File: config.mk
export PLATFORM = sky130hd
export DESIGN_NAME = alu_share_ctrl
export DESIGN_NICKNAME = d
export VERILOG_FILES = /design/src/rtl/alu_pkg.sv /design/src/rtl/rr_arb2.sv /design/src/rtl/alu_share_ctrl.sv
export SDC_FILE = /design/constraint.sdc
export NUM_CORES = 1
export LEC_CHECK = 0
export ABC_AREA = 1
export CORE_MARGIN = 3
export CORE_UTILIZATION = 38
export CTS_BUF_LIST = sky130_fd_sc_hd__clkbuf_2 sky130_fd_sc_hd__clkbuf_4 sky130_fd_sc_hd__clkbuf_8
export DETAILED_ROUTE_END_ITERATION = 8
export PLACE_DENSITY_LB_ADDON = 0.1
export SETUP_SLACK_MARGIN = 0.15
export SYNTH_ARGS = -nofsm -noshare
export SYNTH_HDL_FRONTEND = slang
export SYNTH_HIERARCHICAL = 1
export SYNTH_SLANG_ARGS = --single-unit
File: constraint.sdc
create_clock -name clk -period 1.6 [get_ports clk]
set_input_delay 0.24 -clock clk [delete_from_list [all_inputs] [get_ports clk]]
set_output_delay 0.24 -clock clk [all_outputs]
set_load 0.02 [all_outputs]
File: src/rtl/alu_pkg.sv
// Shared ALU definitions: opcode encodings, flag bit positions and the
// sharing-controller FSM states.
package alu_pkg;

  localparam int unsigned ALU_WIDTH = 24;
  localparam int unsigned ALU_OPW   = 3;

  localparam logic [ALU_OPW-1:0] ADD   = 3'd0;
  localparam logic [ALU_OPW-1:0] SUB   = 3'd1;
  localparam logic [ALU_OPW-1:0] SUB_R = 3'd2;
  localparam logic [ALU_OPW-1:0] INC   = 3'd3;
  localparam logic [ALU_OPW-1:0] AND   = 3'd4;
  localparam logic [ALU_OPW-1:0] OR    = 3'd5;
  localparam logic [ALU_OPW-1:0] XOR   = 3'd6;
  localparam logic [ALU_OPW-1:0] EQ    = 3'd7;

  localparam int unsigned C_FLAG = 2;
  localparam int unsigned Z_FLAG = 1;
  localparam int unsigned N_FLAG = 0;

  typedef enum logic [1:0] {
    IDLE  = 2'd0,
    ISSUE = 2'd1,
    RESP  = 2'd2
  } state_e;

endpackage

File: src/rtl/rr_arb2.sv
// Two-way round-robin pick: on a tie the requester that was not served
// last wins; a lone requester always wins.
module rr_arb2 (
  input  logic [1:0] req_valid,
  input  logic       last,
  output logic       gnt_valid,
  output logic       gnt_idx
);

  always_comb begin
    gnt_valid = |req_valid;
    if (&req_valid) begin
      gnt_idx = ~last;
    end else begin
      gnt_idx = req_valid[1];
    end
  end

endmodule

File: src/rtl/alu_share_ctrl.sv
// Time-shares one combinational ALU between two requesters: accept in IDLE,
// drive the ALU from captured operands in ISSUE, hold the result in RESP.
module alu_share_ctrl
  import alu_pkg::*;
#(
  parameter int unsigned WIDTH = 24,
  parameter int unsigned OPW   = 3
) (
  input  logic             clk,
  input  logic             rst_n,
  input  logic [1:0]       req_valid,
  output logic [1:0]       req_ready,
  input  logic [WIDTH-1:0] req_a0,
  input  logic [WIDTH-1:0] req_a1,
  input  logic [WIDTH-1:0] req_b0,
  input  logic [WIDTH-1:0] req_b1,
  input  logic [OPW-1:0]   req_op0,
  input  logic [OPW-1:0]   req_op1,
  output logic [1:0]       rsp_valid,
  input  logic [1:0]       rsp_ready,
  output logic [WIDTH-1:0] rsp_result,
  output logic [2:0]       rsp_flags,
  output logic [WIDTH-1:0] alu_a,
  output logic [WIDTH-1:0] alu_b,
  output logic [OPW-1:0]   alu_sel,
  output logic             alu_carry_in,
  input  logic [WIDTH-1:0] alu_result,
  input  logic [2:0]       alu_flags,
  output logic             busy
);

  state_e           state_q;
  logic             last_q;
  logic             owner_q;
  logic [WIDTH-1:0] a_q;
  logic [WIDTH-1:0] b_q;
  logic [OPW-1:0]   op_q;
  logic [WIDTH-1:0] result_q;
  logic [2:0]       flags_q;
  logic [1:0]       rsp_valid_q;
  logic             busy_q;

  logic gnt_valid;
  logic gnt_idx;

  rr_arb2 u_arb (
    .req_valid (req_valid),
    .last      (last_q),
    .gnt_valid (gnt_valid),
    .gnt_idx   (gnt_idx)
  );

  // Accept is offered only while idle; the one path from inputs to outputs.
  always_comb begin
    req_ready = 2'b00;
    if (state_q == IDLE && gnt_valid) begin
      req_ready = gnt_idx ? 2'b10 : 2'b01;
    end
  end

  always_ff @(posedge clk or negedge rst_n) begin
    if (!rst_n) begin
      state_q     <= IDLE;
      last_q      <= 1'b1;
      owner_q     <= 1'b0;
      a_q         <= '0;
      b_q         <= '0;
      op_q        <= '0;
      result_q    <= '0;
      flags_q     <= '0;
      rsp_valid_q <= 2'b00;
      busy_q      <= 1'b0;
    end else begin
      case (state_q)
        IDLE: begin
          if (gnt_valid) begin
            a_q     <= gnt_idx ? req_a1 : req_a0;
            b_q     <= gnt_idx ? req_b1 : req_b0;
            op_q    <= gnt_idx ? req_op1 : req_op0;
            owner_q <= gnt_idx;
            busy_q  <= 1'b1;
            state_q <= ISSUE;
          end
        end
        ISSUE: begin
          result_q    <= alu_result;
          flags_q     <= alu_flags;
          last_q      <= owner_q;
          rsp_valid_q <= owner_q ? 2'b10 : 2'b01;
          state_q     <= RESP;
        end
        RESP: begin
          // Leave through IDLE so nothing is accepted on the consume edge.
          if (rsp_ready[owner_q]) begin
            rsp_valid_q <= 2'b00;
            busy_q      <= 1'b0;
            state_q     <= IDLE;
          end
        end
        default: begin
          rsp_valid_q <= 2'b00;
          busy_q      <= 1'b0;
          state_q     <= IDLE;
        end
      endcase
    end
  end

  assign rsp_valid    = rsp_valid_q;
  assign rsp_result   = result_q;
  assign rsp_flags    = flags_q;
  assign alu_a        = a_q;
  assign alu_b        = b_q;
  assign alu_sel      = op_q;
  assign alu_carry_in = 1'b0;
  assign busy         = busy_q;

endmodule

After elaboration in Yosys (flattened, before gate mapping)
Index checks and enable logic that the tools add are counted.
- reduce and logical (&&, ||, !) cells: 8
- $mul: 0
- bitwise logic cells: 3
- add/subtract/negate cells: 0
- div/mod/pow operators: 0
- shift operators: 0
- equal/unequal tests: 4
- mux-type cells: 16
- order comparisons: 1
- operators with widths (kind ; number):
    2-to-1 mux 24 bit ; 2
    case mux 2 bit (3 select lines) ; 2
    2-to-1 mux 2 bit ; 5
    AND reduction 2 bit ; 4
    2-to-1 mux 1 bit ; 5
    != test 2 bit (second input constant) ; 2
    2-to-1 mux 3 bit ; 1
    NOT 1 bit ; 3
    case mux 1 bit (3 select lines) ; 1
    AND reduction 3 bit ; 1
    equality test 2 x 1 -> 1 bit (second input constant) ; 1
    equality test 2 bit (second input constant) ; 1
    zero test 2 bit ; 1
    less-than comparator 1 x 2 -> 1 bit (second input constant) ; 1
    OR reduction 2 bit ; 1
    logical AND 1 bit ; 1
- RAM bits: 0
- bits of input ports: 135
- register bits: 85
- memory bits (read-only): 0
- memories: 0
- bits in latches: 0
- output and inout port bits: 84
- logic and storage cells: 42

Depth between registers and ports, before layout
- word-level depth: 4
- mapped depth: 7

Cells and area by module
The synthesis kept the hierarchy.
- modules (own cells, without submodules) (module ; times used ; cells each ; area each (um^2)):
    alu_share_ctrl ; 1 ; 422 ; 3550.9
    rr_arb2 ; 1 ; 3 ; 15.0

Least setup slack after synthesis
OpenSTA, ideal clock, no wires.
- kind: register -> output
- from: register last_q
- to: output req_ready[1]
- arrival: 1.088 ns
- path slack: 0.272 ns
- buffers on the path: 1
- data required time: 1.360 ns
- stages on the path, launching flop included: 5
- cells stage by stage: dfstp_2 > a21oi_1 > inv_1 > nor2_8 > buf_6
- cells in the longest elaborated chain, start to end: 4
- ends and longest elaborated chain (what ; line ; source):
    from (decl) ; alu_share_ctrl.sv:33 ; logic last_q;
    from (signal assigned) ; alu_share_ctrl.sv:88 ; last_q <= owner_q;
    NOT 1 bit ; rr_arb2.sv:13 ; gnt_idx = ~last;
    2-to-1 mux 1 bit ; rr_arb2.sv:12 ; if (&req_valid) begin
    via gnt_idx ; alu_share_ctrl.sv:44 ; logic gnt_idx;
    2-to-1 mux 2 bit ; alu_share_ctrl.sv:57 ; req_ready = gnt_idx ? 2'b10 : 2'b01;
    2-to-1 mux 2 bit ; alu_share_ctrl.sv:56 ; if (state_q == IDLE && gnt_valid) begin
    to (decl) ; alu_share_ctrl.sv:12 ; output logic [1:0] req_ready,
The timed path passes the listed nets, and every way through them passes these cells.

Final worst setup path
- from: register last_q
- to: output req_ready[0]
The elaborated chain is that of the path after synthesis.

==> flow_summary.json <==
{
  "outcome": "completed",
  "ys_warn_count": 6,
  "ioPinCount": 219,
  "max_freq_mhz": 633,
  "n_fill_cell": 809,
  "drtAntennaViolNets": 0,
  "clockBufferDepth": 2,
  "critPathBufInv": 2,
  "cts_sinks": 85,
  "peakVddDrop_uv": 963,
  "dpl_worst_slack_ps": -445,
  "slowest_delay_ps": 550,
  "n_antenna_cell": 0,
  "rows": 34,
  "antenna_found_initial": 0,
  "tns_ps": 0,
  "period_share_pct": 98.7,
  "synth_seq_cells": 85,
  "synth_area_per_cell_um2": 8.39,
  "max_cap_violations": 0,
  "cp-end-kind": "output port",
  "layout-drive-gt1-share_pct": 5.86,
  "grt_pass1_vias": 3547,
  "grt_max_degree": 53,
  "synth_area_mm2": 0.00357,
  "p_per_area_mw_per_mm2": 1820,
  "crit_slowest_cell": "dfstp_2",
  "syn_nets": 560,
  "rsz0062_at_grt": "true",
  "drc": 0,
  "drv_slew": 0,
  "grt-ovfl-total": 0,
  "portBuffers": 217,
  "critical-path-top-delay-family": "flip-flops",
  "layout_commonest_cell": "nand2_1",
  "drt-pass1-iter-count": 4,
  "initial_core_util_pct": 39.9,
  "grt_pass1_wl_um": 17500,
  "cts_tree": "yes",
  "worstSetupPathType": "reg2out",
  "drt-total-wl_um": 11300,
  "regArea_mm2": 0.00213,
  "hold_violations": 0,
  "die_area_mm2": 0.0106,
  "final_cell_mix": "nand2_1, clkdlybuf4s50_1, dfrtp_1",
  "cp-start-kind": "register",
  "grt_util_all_layers_pct": 21.3,
  "syn_inst": 425,
  "cp_max_fo": 2,
  "via_count": 3583,
  "clock_skew_ps": 7.61,
  "fin_util_pct": 67.1,
  "multi_input_area_mm2": 0.00128,
  "cp.arrival_ps": 1340,
  "hp-class": "in2async",
  "worstSkewPairLatency_ps": 340,
  "crit_path_cell_trace": "a21oi_2 > buf_4 > nor2_4 > buf_6",
  "clk_pin_slew_ps": 90,
  "required_ps": 1360,
  "finalCriticalPeriod_ps": 1580,
  "place_congestion": 0.794,
  "cp.depth": 4,
  "viasPerCell": 4.74,
  "root_buffer": "clkbuf_8",
  "dpl.hpwl_um": 8350,
  "synth_cell_type_count": 19,
  "finalNetCount": 779,
  "cts_made_buffers": 9,
  "dr.first_iter.drc_count": 97,
  "r2r_cells": 6,
  "die_x_um": 103,
  "areaGrowthSynthToFinish_pct": 68.1,
  "p_leak_nw": 3.03,
  "htreeDepth": 3,
  "critPathLaunch": "last_q$_DFFE_PN1N_",
  "wire_per_inst_um": 15.0,
  "r2r-start": "last_q$_DFFE_PN1N_",
  "seq_area_frac_synth_pct": 59.7,
  "die_y_um": 103,
  "core_area_mm2": 0.00893,
  "fin_ws_ps": 21.3,
  "setup_violations": 0
}
## logic make-up after synthesis
family | synth area share [%]
AND/OR/NAND/NOR | 34.7
flip-flops | 59.7
buffers and inverters | 4.77
AO/OA/AOI/OAI | 0.702
other | 0.105
## through the flow
stage	power (mW)	cells	hold WS (ps)	instance area, um^2
6_report	10.9	756	317	5990
5_1_grt	11.8	756	355	5990
4_1_cts	11.0	756	307	5990
3_5_place_dp	10.0	739	160	5830
3_3_place_gp	9.87	739	154	5830
2_1_floorplan	7.00	425	-55.6	3570
## synth_stat cells, drive strengths merged
cell type	count	area, um^2
nand2	246	926
dfrtp	84	2100
nand3	53	265
buf	17	121
inv	7	26.3
clkbuf	5	18.8
nor2	4	41.3
o21ai	3	15.0
a21oi	2	10.0
clkinv	1	3.75
conb	1	3.75
dfstp	1	26.3
or2	1	6.26
## flip-flops by register name, indices dropped and copies added (netlist names)
| signal | count |
|---|---|
| rsp_valid | 2 |
| owner_q | 1 |
| rsp_flags | 3 |
| alu_b | 24 |
| busy | 1 |
| alu_sel | 3 |
| last_q | 1 |
| rsp_result | 24 |
| alu_a | 24 |
| state_q | 2 |
## path summary, 6_finish.rpt
check / to / slack, ps
setup / recovery: req_ready[0] / 20
hold / removal: rsp_result[4]$_DFFE_PN0N_ / 320
setup reg to reg: alu_b[7]$_DFFE_PN0P_ / 100
hold reg to reg: rsp_result[18]$_DFFE_PN0N_ / 480
max in group asynchronous: alu_b[2]$_DFFE_PN0P_ / 740
min in group clk: rsp_result[4]$_DFFE_PN0N_ / 420
## final cells by class
| class | instances | share of cell area [%] |
|---|---|---|
| Tap cell | 108 | 2.25 |
| Inverter | 8 | 0.584 |
| Multi-Input combinational cell | 310 | 21.4 |
| Clock buffer | 11 | 2.42 |
| Timing Repair Buffer | 230 | 36.7 |
| Clock inverter | 4 | 1.21 |
| Sequential cell | 85 | 35.5 |
## worst reg2reg max path, stage by stage, from the launching register on
cell and delay (ps):
dfstp_2 550, a21oi_2 60, buf_4 140, nor2_4 110, clkbuf_8 360, nand2_1 120
nand3_1 100
## report_power, final
part | leakage (nW) | total (mW) | internal, mW | switching, mW
clock | 0.109 | 1.68 | 0.930 | 0.755
combinational | 1.88 | 5.51 | 2.12 | 3.39
sequential | 1.05 | 3.73 | 3.21 | 0.524
## repair_timing
| action | in CTS | in global routing |
|---|---|---|
| hold endpoints to repair | 18 | 0 |
| buffers inserted | 1 | 0 |
| resized for setup | 102 | 3 |
| endpoints found under the setup margin | 162 | 55 |
| pin swaps | 2 | 1 |
| hold buffers | 1 | 0 |
## metal layers
layer,GRT usage [%],wire length [um],vias up
li1,-,-,1753
met1,25.8,4430,1663
met2,35.9,5680,143
met3,5.68,884,24
met4,9.46,317,0
met5,0,0,-
Note: power is estimated with default switching activity, not from simulation.
==> RTL change 1, RTL diff (same settings) <==
Set the parameter `OPW` to 2 (it was 3).
--- a/src/rtl/alu_share_ctrl.sv
+++ b/src/rtl/alu_share_ctrl.sv
@@ -4,7 +4,7 @@
   import alu_pkg::*;
 #(
   parameter int unsigned WIDTH = 24,
-  parameter int unsigned OPW   = 3
+  parameter int unsigned OPW   = 2
 ) (
   input  logic             clk,
   input  logic             rst_n,
Ports: changed (resized alu_sel, req_op0 and req_op1); port bits go from 219 to 216. The function was not compared with the original's and may differ.
==> RTL change 1 against the original RTL <==
Critical path depth is 2 higher; setup slack better by 0.080 ns; die area up 18%; final area rose by 14%; routed wire length up 5.7%; area after synthesis grew 20%; critical path type unchanged; sequential cell count is 1 lower; power up 6.7%.
==> RTL change 1: results (changes against the original RTL) <==
ff_latch_area_um2: 2100  # -1.2%
power_leakage_nw: 3.59  # +18%
grt_pass1_vias: 3958  # +12%
critPathMaxStageDelay_ns: 0.40  # -0.15 ns
multi_input_area_share: 0.251  # +0.0368
status: "finished clean"
io_buffers: 214  # -1.4%
nets: 884  # +13%
synth_compound_area_frac: 0.0622  # +0.0552
critPathArrivalTime_ns: 1.26  # -0.08 ns
vias: 3943  # +10%
place.gp.congestion: 0.801  # +0.88%
slowest_stage: "dfrtp_1"
area_share_clock_buf_inv: 0.0309  # -0.00546
netlist_top_cells_area: "dfrtp_1, nand2_1, nand2_2, o21ai_0, inv_1"
drive_gt1_frac: 0.213  # +0.154
met3_length_um: 942  # +6.6%
use_met1: 0.226  # -0.0320
first_iter_violations: 184  # +90%
dp_slack_ns: -0.493  # -0.0472 ns
power_frac_comb: 0.551  # +0.047
routed-wl-met2_um: 5910  # +4.2%
met3_usage: 0.0527  # -0.00412
syn_nets: 658  # +18%
clkbuf_count: 13  # +2
dp.cells: 868  # +17%
ir_drop_v: 0.000763  # -21%
pwr-share-clk: 0.134  # -0.020
RTL change 1: cell count changes in the layout (fill, tap and decap cells not counted), moves of 2 or more:
cell             before  now
nand2_1             245  196
inv_2                 0    3
inv_1                 6   52
o21ai_1               0   35
clkdlybuf4s50_1     133  129
o21ai_2               0    4
nand3_1              53    1
inv_8                 0    2
inv_4                 2    0
nand2_2               0   98
o21ai_0               3   12
buf_12                1    6
buf_4                 9   16
clkbuf_16             0    4
RTL change 1: worst paths after layout:
path                                        to  cells after the start  slack (ns)      startpoint
max in group asynchronous               last_q                      3        0.69           rst_n
worst min register to register   rsp_result[0]                      2        0.47   rsp_result[0]
worst min-delay path                 alu_a[13]                      2        0.35           rst_n
worst max-delay path              req_ready[1]                      6        0.10      state_q[1]
worst max register to register        alu_b[7]                      6        0.16          last_q
min in group clk                rsp_result[20]                      3        0.42  alu_result[20]
RTL change 1: critical path, delay by kind of cell (launching register included):
kind | cells | cell delay, ns
flops | 1 | 0.40
buf+inv | 4 | 0.34
simple gates | 2 | 0.17
==> RTL change 2, RTL diff (same flow settings) <==
Without the edit above. The 3 states of `state_e` get a one-hot encoding in 3 bits.
--- a/src/rtl/alu_pkg.sv
+++ b/src/rtl/alu_pkg.sv
@@ -18,10 +18,10 @@
   localparam int unsigned Z_FLAG = 1;
   localparam int unsigned N_FLAG = 0;
 
-  typedef enum logic [1:0] {
-    IDLE  = 2'd0,
-    ISSUE = 2'd1,
-    RESP  = 2'd2
+  typedef enum logic [2:0] {
+    IDLE  = 3'b001,
+    ISSUE = 3'b010,
+    RESP  = 3'b100
   } state_e;
 
 endpackage
Behaviour: same outputs for any inputs over 10 cycles, from zero or initial values and one cycle with rst_n low; not proved beyond that.
==> RTL change 2 against the original RTL <==
The run now ends with negative setup slack left; sequential cell count is 1 higher; setup slack lost 0.084 ns; power increased by 16%; final area grew 14%; area after synthesis grew 12%; combinational power rose by 24%; die area rose by 12%; synthesized cell count rose by 28%; routed wire length is 9.3% higher.
==> RTL change 2: results (changes against the original RTL) <==
status: "complete, but fails checks"
syn_inst: 544  # +28%
syn_nets: 679  # +21%
critPathArrivalTime_ns: 1.42  # +0.08 ns
met3_usage: 0.0586  # +0.00178
drive_gt1_frac: 0.0843  # +0.0256
fin_ws_ns: -0.0623  # -0.0836 ns
hold_class: "input pin to flip-flop"
ir_drop_v: 0.000669  # -31%
hold_ws_ns: 0.421  # +0.104 ns
r2r_cells: 8  # +2
violations: "negative setup slack"
wl_per_cell_um: 13.5  # -9.8%
dp.cells: 879  # +19%
vias: 4133  # +15%
powerDensity_nw_per_um2: 1840  # +1.1%
nets: 913  # +17%
place.gp.congestion: 0.790  # -0.44%
finalNonFillerCells: 916  # +21%
r2r-start: "state_q[0]"
power_leakage_nw: 3.78  # +25%
synth-seq-area-share: 0.538  # -0.0585
power_frac_comb: 0.541  # +0.037
pwr-share-clk: 0.161  # +0.007
synth_compound_area_frac: 0.00375  # -0.00327
place_area_um2: 6260  # +7.4%
synth_commonest_cells: "nand2_1, dfrtp_1, buf_2"
use_met1: 0.249  # -0.00915
synthDistinctLibCells: 18  # -1
cp-endpoint: "req_ready[1]"
setup_viol: 35  # +35
RTL change 2: repair_timing:
action                     4_1_cts  5_1_grt
cloned                           6        0
buffers inserted                 8        6
resized for setup              117       10
pin swaps                        3        4
setup endpoints to repair      135       70
hold endpoints to repair        84        0
hold buffers                     1        0
RTL change 2: cell type report:
| cell class | instances | area [um2] | share of cell area |
|---|---|---|---|
| Inverter | 11 | 56.3 | 0.00821 |
| Clock buffer | 11 | 151 | 0.0221 |
| Multi-Input combinational cell | 418 | 1630 | 0.237 |
| Sequential cell | 86 | 2150 | 0.314 |
| Clock inverter | 5 | 129 | 0.0188 |
| Timing Repair Buffer | 252 | 2570 | 0.375 |
| Tap cell | 133 | 166 | 0.0243 |
RTL change 2: logic make-up after synthesis:
family          count (synthesis)
compound gates                  3
simple gates                  414
buf+inv                        40
flops                          86
other cells                     1
RTL change 2: critical path: stages, from the launching register on:
cell and delay (ns):
dfstp_2 0.55, inv_2 0.05, nor2_4 0.11, nand3_4 0.12, nor2_4 0.13, buf_6 0.12
